`src/rtl/composite_pkg.sv`:
```
// Shared encodings for the composite test-pattern generator: DAC level codes,
// pattern mode encoding and the gray-ramp bar index to level mapping.
package composite_pkg;

    localparam logic [2:0] SYNC  = 3'b000;
    localparam logic [2:0] BLACK = 3'b001;
    localparam logic [2:0] GRAY0 = 3'b010;
    localparam logic [2:0] GRAY1 = 3'b100;
    localparam logic [2:0] GRAY2 = 3'b011;
    localparam logic [2:0] GRAY3 = 3'b101;
    localparam logic [2:0] GRAY4 = 3'b110;
    localparam logic [2:0] GRAY5 = 3'b111;

    typedef enum logic [1:0] {
        MODE_CHECK = 2'd0,
        MODE_VBARS = 2'd1,
        MODE_HBARS = 2'd2,
        MODE_SOLID = 2'd3
    } mode_e;

    // Bar 0 is black, bars 1..6 climb the gray scale, bar 7 repeats the brightest.
    function automatic logic [2:0] ramp_code(input logic [2:0] idx);
        logic [2:0] code;
        case (idx)
            3'd0:    code = BLACK;
            3'd1:    code = GRAY0;
            3'd2:    code = GRAY1;
            3'd3:    code = GRAY2;
            3'd4:    code = GRAY3;
            3'd5:    code = GRAY4;
            3'd6:    code = GRAY5;
            3'd7:    code = GRAY5;
            default: code = BLACK;
        endcase
        return code;
    endfunction

endpackage

```
`src/rtl/pixel_ce_div.sv`:
```
// Pixel-rate clock enable: pulses ce once every PIX_DIV cycles while run is high,
// restarting its phase whenever run drops.
module pixel_ce_div #(
    parameter int PIX_DIV = 1
) (
    input  logic sys_clk,
    input  logic rst,
    input  logic run,
    output logic ce
);

    localparam int DIV_W = (PIX_DIV > 1) ? $clog2(PIX_DIV) : 1;
    localparam logic [DIV_W-1:0] LAST = DIV_W'(PIX_DIV - 1);

    logic [DIV_W-1:0] div_q;
    logic [DIV_W-1:0] div_d;
    logic             ce_s;

    // Next divider count and enable pulse.
    always_comb begin
        div_d = div_q;
        ce_s  = 1'b0;
        if (run) begin
            if (div_q == LAST) begin
                ce_s  = 1'b1;
                div_d = {DIV_W{1'b0}};
            end else begin
                div_d = div_q + {{(DIV_W-1){1'b0}}, 1'b1};
            end
        end else begin
            div_d = {DIV_W{1'b0}};
        end
    end

    // Divider count register.
    always_ff @(posedge sys_clk or posedge rst) begin
        if (rst) begin
            div_q <= {DIV_W{1'b0}};
        end else begin
            div_q <= div_d;
        end
    end

    assign ce = ce_s;

endmodule

```
`src/rtl/pattern_generator.sv`:
```
// Composite-video test-pattern generator: emits a registered 3-bit DAC level per
// cycle during active lines, black elsewhere; the pattern mode changes only at frame start.
module pattern_generator
    import composite_pkg::*;
#(
    parameter int         H_W        = 16,
    parameter int         V_W        = 9,
    parameter int         CELL_LOG2  = 4,
    parameter int         BAR_LOG2   = 5,
    parameter int         PIX_DIV    = 1,
    parameter logic [2:0] SOLID_CODE = 3'b111
) (
    input  logic           sys_clk,
    input  logic           rst,
    input  logic           row_enable,
    input  logic [V_W-1:0] vert_c,
    input  logic           frame_start,
    input  logic [1:0]     mode_in,
    output logic [2:0]     pixel_signal,
    output logic [1:0]     active_mode
);

    logic [H_W-1:0] hcount_q;
    logic [H_W-1:0] hcount_d;
    mode_e          mode_q;
    mode_e          mode_d;
    logic [2:0]     pix_q;
    logic [2:0]     pix_d;

    logic           pix_ce_s;
    logic           checker_s;
    logic [2:0]     vidx_s;
    logic [2:0]     hidx_s;
    logic [2:0]     pat_s;
    logic           unused_vert_s;

    pixel_ce_div #(
        .PIX_DIV(PIX_DIV)
    ) u_pixel_ce_div (
        .sys_clk(sys_clk),
        .rst    (rst),
        .run    (row_enable),
        .ce     (pix_ce_s)
    );

    assign checker_s     = hcount_q[CELL_LOG2] ^ vert_c[CELL_LOG2];
    assign vidx_s        = hcount_q[BAR_LOG2+2:BAR_LOG2];
    assign hidx_s        = vert_c[BAR_LOG2+2:BAR_LOG2];
    assign unused_vert_s = ^vert_c;

    // Horizontal pixel counter: saturates rather than wrapping, clears between lines.
    always_comb begin
        hcount_d = hcount_q;
        if (!row_enable) begin
            hcount_d = {H_W{1'b0}};
        end else if (pix_ce_s && (hcount_q != {H_W{1'b1}})) begin
            hcount_d = hcount_q + {{(H_W-1){1'b0}}, 1'b1};
        end else begin
            hcount_d = hcount_q;
        end
    end

    // Mode latch: sampled only on frame_start so a frame never mixes patterns.
    always_comb begin
        mode_d = mode_q;
        if (frame_start) begin
            mode_d = mode_e'(mode_in);
        end else begin
            mode_d = mode_q;
        end
    end

    // Pattern level for the current pixel, using the mode already in force.
    always_comb begin
        pat_s = BLACK;
        case (mode_q)
            MODE_CHECK: begin
                if (checker_s) begin
                    pat_s = BLACK;
                end else begin
                    pat_s = GRAY2;
                end
            end
            MODE_VBARS: pat_s = ramp_code(vidx_s);
            MODE_HBARS: pat_s = ramp_code(hidx_s);
            MODE_SOLID: pat_s = SOLID_CODE;
            default:    pat_s = BLACK;
        endcase
    end

    // Output select: blanking forces black immediately rather than holding.
    always_comb begin
        pix_d = BLACK;
        if (row_enable) begin
            pix_d = pat_s;
        end else begin
            pix_d = BLACK;
        end
    end

    // State and output registers.
    always_ff @(posedge sys_clk or posedge rst) begin
        if (rst) begin
            hcount_q <= {H_W{1'b0}};
            mode_q   <= MODE_CHECK;
            pix_q    <= BLACK;
        end else begin
            hcount_q <= hcount_d;
            mode_q   <= mode_d;
            pix_q    <= pix_d;
        end
    end

    assign pixel_signal = pix_q;
    assign active_mode  = mode_q;

endmodule

```
`config.mk`:
```
export PLATFORM = sky130hd
export DESIGN_NAME = pattern_generator
export DESIGN_NICKNAME = d
export VERILOG_FILES = /design/src/rtl/composite_pkg.sv /design/src/rtl/pixel_ce_div.sv /design/src/rtl/pattern_generator.sv
export SDC_FILE = /design/constraint.sdc
export NUM_CORES = 1
export LEC_CHECK = 0
export CAP_MARGIN = 20
export CORE_ASPECT_RATIO = 2
export CORE_MARGIN = 1
export CORE_UTILIZATION = 30
export CTS_BUF_LIST = sky130_fd_sc_hd__clkbuf_8
export CTS_CLUSTER_SIZE = 12
export DETAILED_ROUTE_END_ITERATION = 10
export PLACE_DENSITY = 0.5
export SYNTH_ARGS = -nofsm -noshare
export SYNTH_HDL_FRONTEND = slang
export SYNTH_HIERARCHICAL = 1
export SYNTH_SLANG_ARGS = --single-unit
```
`constraint.sdc`:
```
create_clock -name sys_clk -period 1.75 [get_ports sys_clk]
set_input_delay 0.175 -clock sys_clk [delete_from_list [all_inputs] [get_ports sys_clk]]
set_output_delay 0.175 -clock sys_clk [all_outputs]
set_load 0.1 [all_outputs]
```
# Word-level counts from Yosys, hierarchy flattened
# Memories as Yosys holds them, arrays and structs flattened.
# Cells that the tools add are included.
[word_totals] ff_bits=22 rom_bits=48 input_bits=15 output_inout_bits=5 elab_cells=25 mem_count=2
[mem_list] memory="(no name shown)" words=8 width=3 read_ports=1 rd_clocked_by_memory_dff=0 write_ports=0 line_no="composite_pkg.sv:24" source="case (idx)"
[mem_list] memory="(no name shown)" words=8 width=3 read_ports=1 rd_clocked_by_memory_dff=0 write_ports=0 line_no="composite_pkg.sv:24"
[classes] n_addsub=2 n_eq_ne=5 muxes=9 n_bitwise=1 reduce_logical=2
[ops] operator="16-bit 2-to-1 mux" count=2
[ops] operator="16-bit by 1-bit adder with 16-bit output (second input constant)" count=1
[ops] operator="16-bit inequality test (second input constant)" count=1
[ops] operator="3-bit one-hot mux with 4 select lines" count=1
[ops] operator="2-bit == test (second input constant)" count=2
[ops] operator="1-bit 2-to-1 mux" count=4
[ops] operator="3-bit 2-to-1 mux" count=1
[ops] operator="2-bit by 1-bit == test with 1-bit output (second input constant)" count=1
[ops] operator="2-bit zero test" count=1
[ops] operator="2-bit 2-to-1 mux" count=1
[ops] operator="2-bit by 1-bit inequality test with 1-bit output (second input constant)" count=1
[ops] operator="1-bit adder (second input constant)" count=1
[ops] operator="1-bit logical AND" count=1
[ops] operator="1-bit bitwise XOR" count=1

# Depth between registers and ports, before layout
[logic_depth] word_depth=5 mapped_depth=6 depth_no_buf=6

# Hierarchy
# Netlist, hierarchy kept.
[by_module_without_submodules] module="pattern_generator" n_inst=1 cells_per_inst=131 area_each_um2=1283.7 seq_area_each_um2=526.8
[by_module_without_submodules] module="pixel_ce_div" n_inst=1 cells_per_inst=1 area_each_um2=7.5 seq_area_each_um2=0.0

# Least setup slack after synthesis
# Ideal clock, no wire load.
[synth_path] kind="register to register" start="register hcount_q[0]" end="register hcount_q[12]" setup_time_ns=0.078 arrival_time_ns=1.786 required_time_ns=1.672 setup_slack_ns=-0.114 path_stages_with_launch=6 n_path_buf=0 synth_period_minus_slack_ns=1.864 path_cell_list="dfrtp_1 -> ha_1 -> nand4_1 -> nand2b_1 -> or4_2 -> a21oi_1"
[synth_between] elab_chain_cells=3 word_cells_on_any_way=6 classes_between="add/sub (1); eq/ne (2); mux (2); reduce/logical (1)"
[synth_rtl] item="start: declaration" line_no="pattern_generator.sv:23" source="logic [H_W-1:0] hcount_q;"
[synth_rtl] item="start signal: assignment" line_no="pattern_generator.sv:104" source="hcount_q <= {H_W{1'b0}};"
[synth_rtl] item="start signal: assignment" line_no="pattern_generator.sv:108" source="hcount_q <= hcount_d;"
[synth_rtl] item="16-bit by 1-bit adder with 16-bit output / 16-bit inequality test (equally long branches)" line_no="pattern_generator.sv:57, pattern_generator.sv:56"
[synth_rtl] item="16-bit 2-to-1 mux / 1-bit logical AND (equally long branches)" line_no="pattern_generator.sv:56" source="end else if (pix_ce_s && (hcount_q != {H_W{1'b1}})) begin"
[synth_rtl] item="16-bit 2-to-1 mux / 2-bit by 1-bit inequality test with 1-bit output (equally long branches)"
# Parallel ways exist; a longest one is shown, timed or not. The select of a mux whose other input is x is not followed.
# A chain may end at the register's enable or synchronous reset.

# Worst setup path after layout
[layout_path] start="register hcount_q[1]" end="register hcount_q[9]"
# Same word-level chain as after synthesis.

==> metrics.md <==
| Metric | Value |
|---|---|
| Die area | roughly 4600 µm² |
| Row count | 33 |
| Max Fclk | around 590 MHz |
| CP startpoint kind | flip-flop |
| Ratio of cells with drive above 1 in the final layout | 29.4% |
| Clock power frac | between 30% and 40% |
| Commonest non-fill, non-tap cell in the layout | buf_4 |
| Slew @ Worst Pin | roughly 0.28 ns |
| Average cell area after synthesis | about 9.8 µm² |
| TritonCTS clock tree | built |
| Total I/O pin count | 20 |
| TritonCTS Buffers | 3 |
| Sw Share | a little under a third |
| R2r worst-path depth | 6 |
| Clock skew | approximately 0.0041 ns |
| DR WL/cell | around 15 µm |
| Number of DRC markers in iteration 0 | 27 |
| N_diodes | 0 |
| Grt ovf | 0 |
| Post-Route Setup TNS | 0 ns |
| Crit share post-route | 97.0% |
| WS Path Type | reg2reg |
| Register area share after synthesis | 40.8% |
| Reg2Reg Launch Point | hcount_q[1]$_DFFE_PP0P_ |
| Max-slew headroom | 80.9% |
| Post-layout util | between 40% and 50% |
| Global Route Usage Sum | roughly 16% |
| First-pass GRT wire length | approximately 5300 µm |
| Worst-path clk slew | 0.08 ns |
| Crit Reg-Reg Endpoint | hcount_q[9]$_DFFE_PP0P_ |
| Insertion delay to the later sink of the worst-skew pair | ~0.27 ns |
| P&R area growth vs syn | 32.8% |
| Crit Path Max Fanout | 8 |
| VDD IR max | between 0.4 and 0.5 mV |
| Die Ht | approximately 95 µm |
| I/O Buffers | 14 |
| Vias per inst | approximately 5.2 |
| Detailed Routing Iterations Pass 1 | 4 |
| Total Wirelength | about 3300 µm |
| Final setup fails | 0 |
| CTS root buffer | clkbuf_8 |
| Post-Syn Area | ~1300 µm² |
| Combinational Power Share | 20.2% |
| Status | completed |
| CTS Sinks | 21 |
| Worst path arrival time | around 1.9 ns |
| Synth Instances | 132 |
| Power Density | 614 nW/µm² |
| Worst Hold Class | in2async |
| EDFF count, synth | 0 |
| Fin. max-slew vios | 0 |
| Seq pwr share | between 40% and 50% |
| WP data required | 1.94 ns |
| Crit end category | flip-flop |
| Die Wd | 48.4 µm |
| H-tree depth | 1 |
| Main flop type after synthesis | dfrtp_1 |
| RSZ-0062 raised after global routing | yes |
| Post-route minimum period | between 1.5 and 2 ns |
| Fin. Hold Viols | 0 |
| LEAKAGE | about 0.72 nW |
| Routed Antenna Nets | 0 |
| Count of cell types in the netlist | 34 |
| P_int | 0.736 mW |
| Max clock buf depth | 2 |
| FF-to-FF setup slack | around 0.052 ns |
| Synth Warn # | 6 |
| Dpl hpwl | ~2500 µm |
| Vias | ~1.1k |
| Max Cap Viol | 0 |
| Starting Density | 31.3% |
| Nets@finish | 187 |
| Initial antenna violation count | 0 |
| Switch Pwr | approximately 0.32 mW |
| DRC Markers | 0 |
| Ys async rst share | 100% |
| Gpl congestion | 0.810 |
| Number of global-route vias before repair | 1123 |
| Syn_nets | about 160 |
| Total core area | between 4000 and 5000 µm² |
| Commonest cells after routing, fill and taps aside | buf_4, nand2_1, dfrtp_1, a21oi_1, clkdlybuf4s50_1 |
| Pin count of the biggest net entering global routing | 22 |
| Synth Register Bits | 21 |
-- synth_stat cells (all sizes together), types with 3 or more instances --
master | count | area [µm²]
mux2i | 5 | 50.1
nand4 | 7 | 73.8
nand2 | 17 | 63.8
dfrtp | 20 | 500
o21ai | 7 | 35.0
or3 | 5 | 32.5
mux2 | 3 | 33.8
nand3 | 3 | 15.0
buf | 3 | 22.5
ha | 8 | 100
o31ai | 6 | 45.0
or4 | 5 | 38.8
a21oi | 12 | 60.1
nand2b | 4 | 25.0
inv | 7 | 26.3
-- worst max path at each step --
| stage | startpoint | end | cells past startpoint |
|---|---|---|---|
| after global placement | row_enable | hcount_q[13]$_DFFE_PP0P_ | 6 |
| final | hcount_q[1]$_DFFE_PP0P_ | hcount_q[9]$_DFFE_PP0P_ | 6 |
| after detailed placement | row_enable | hcount_q[13]$_DFFE_PP0P_ | 6 |
| after CTS | hcount_q[0]$_DFFE_PP0P_ | hcount_q[11]$_DFFE_PP0P_ | 6 |
| after floorplan | hcount_q[0]$_DFFE_PP0P_ | hcount_q[5]$_DFFE_PP0P_ | 6 |
| after global routing | hcount_q[1]$_DFFE_PP0P_ | hcount_q[9]$_DFFE_PP0P_ | 6 |
-- sequential cells by signal (all words and copies together) (netlist names) --
signal,flops
hcount_q,16
active_mode,2
pixel_signal,3
-- layout make-up --
class	instances	area, µm²
Clock inverter	1	3.75
Sequential cell	21	531
Tap cell	52	65.1
Fill cell	420	2410
Timing Repair Buffer	32	300
Multi-Input combinational cell	99	748
Clock buffer	3	41.3
Inverter	7	26.3
-- layer usage --
layer,vias up,global-route usage (%),share of wire (%),wire [µm]
li1,547,-,-,-
met1,554,14.5,35,1160
met2,19,32.5,60,1970
met3,7,1.13,1.9,64
met4,0,8.33,2.7,88
met5,-,0,0,0
-- cells by family after synthesis --
kind of cell	synth area share, %
AOI/OAI and AO/OA	14.6
muxes	6.49
adders and majority gates	7.75
DFF	40.8
buffers and inverters	4.36
and+or+nand+nor	25.3
xor gates and xnor gates	0.678
-- worst max-delay path, cell delays in order (launching register included) --
cell and delay, ns:
dfrtp_1 0.39, ha_2 0.20, nand4_1 0.16, nor4_4 0.08, buf_4 0.17, or4_1 0.47
a21oi_1 0.15
-- power groups by stage --
| stage | combinational, mW | clock (mW) | sequential (mW) |
|---|---|---|---|
| floorplan | 0.0531 | 0 | 0.599 |
| detailed placement | 0.215 | 0 | 0.525 |
| CTS | 0.215 | 0.332 | 0.516 |
| finish | 0.213 | 0.325 | 0.516 |
| global route | 0.227 | 0.353 | 0.518 |
| global placement | 0.212 | 0 | 0.525 |
-- per-stage QoR --
step	hold WS [ns]	cell area (µm²)	instances	worst slack, ns	total power [mW]
after CTS	0.258	1680	214	0.0669	1.06
after global placement	0.529	1630	210	-0.0960	0.737
after detailed placement	0.549	1630	210	-0.140	0.740
final	0.245	1720	215	0.0523	1.05
after global routing	0.284	1720	215	-0.0126	1.10
after floorplan	0.151	1300	132	0.0787	0.652
-- repair_timing --
action	in CTS	in global routing
hold buffers	0	0
gates resized for setup	0	10
setup buffers	0	1
endpoints found under the setup margin	0	6
Note: power is estimated with default switching activity, not from simulation.
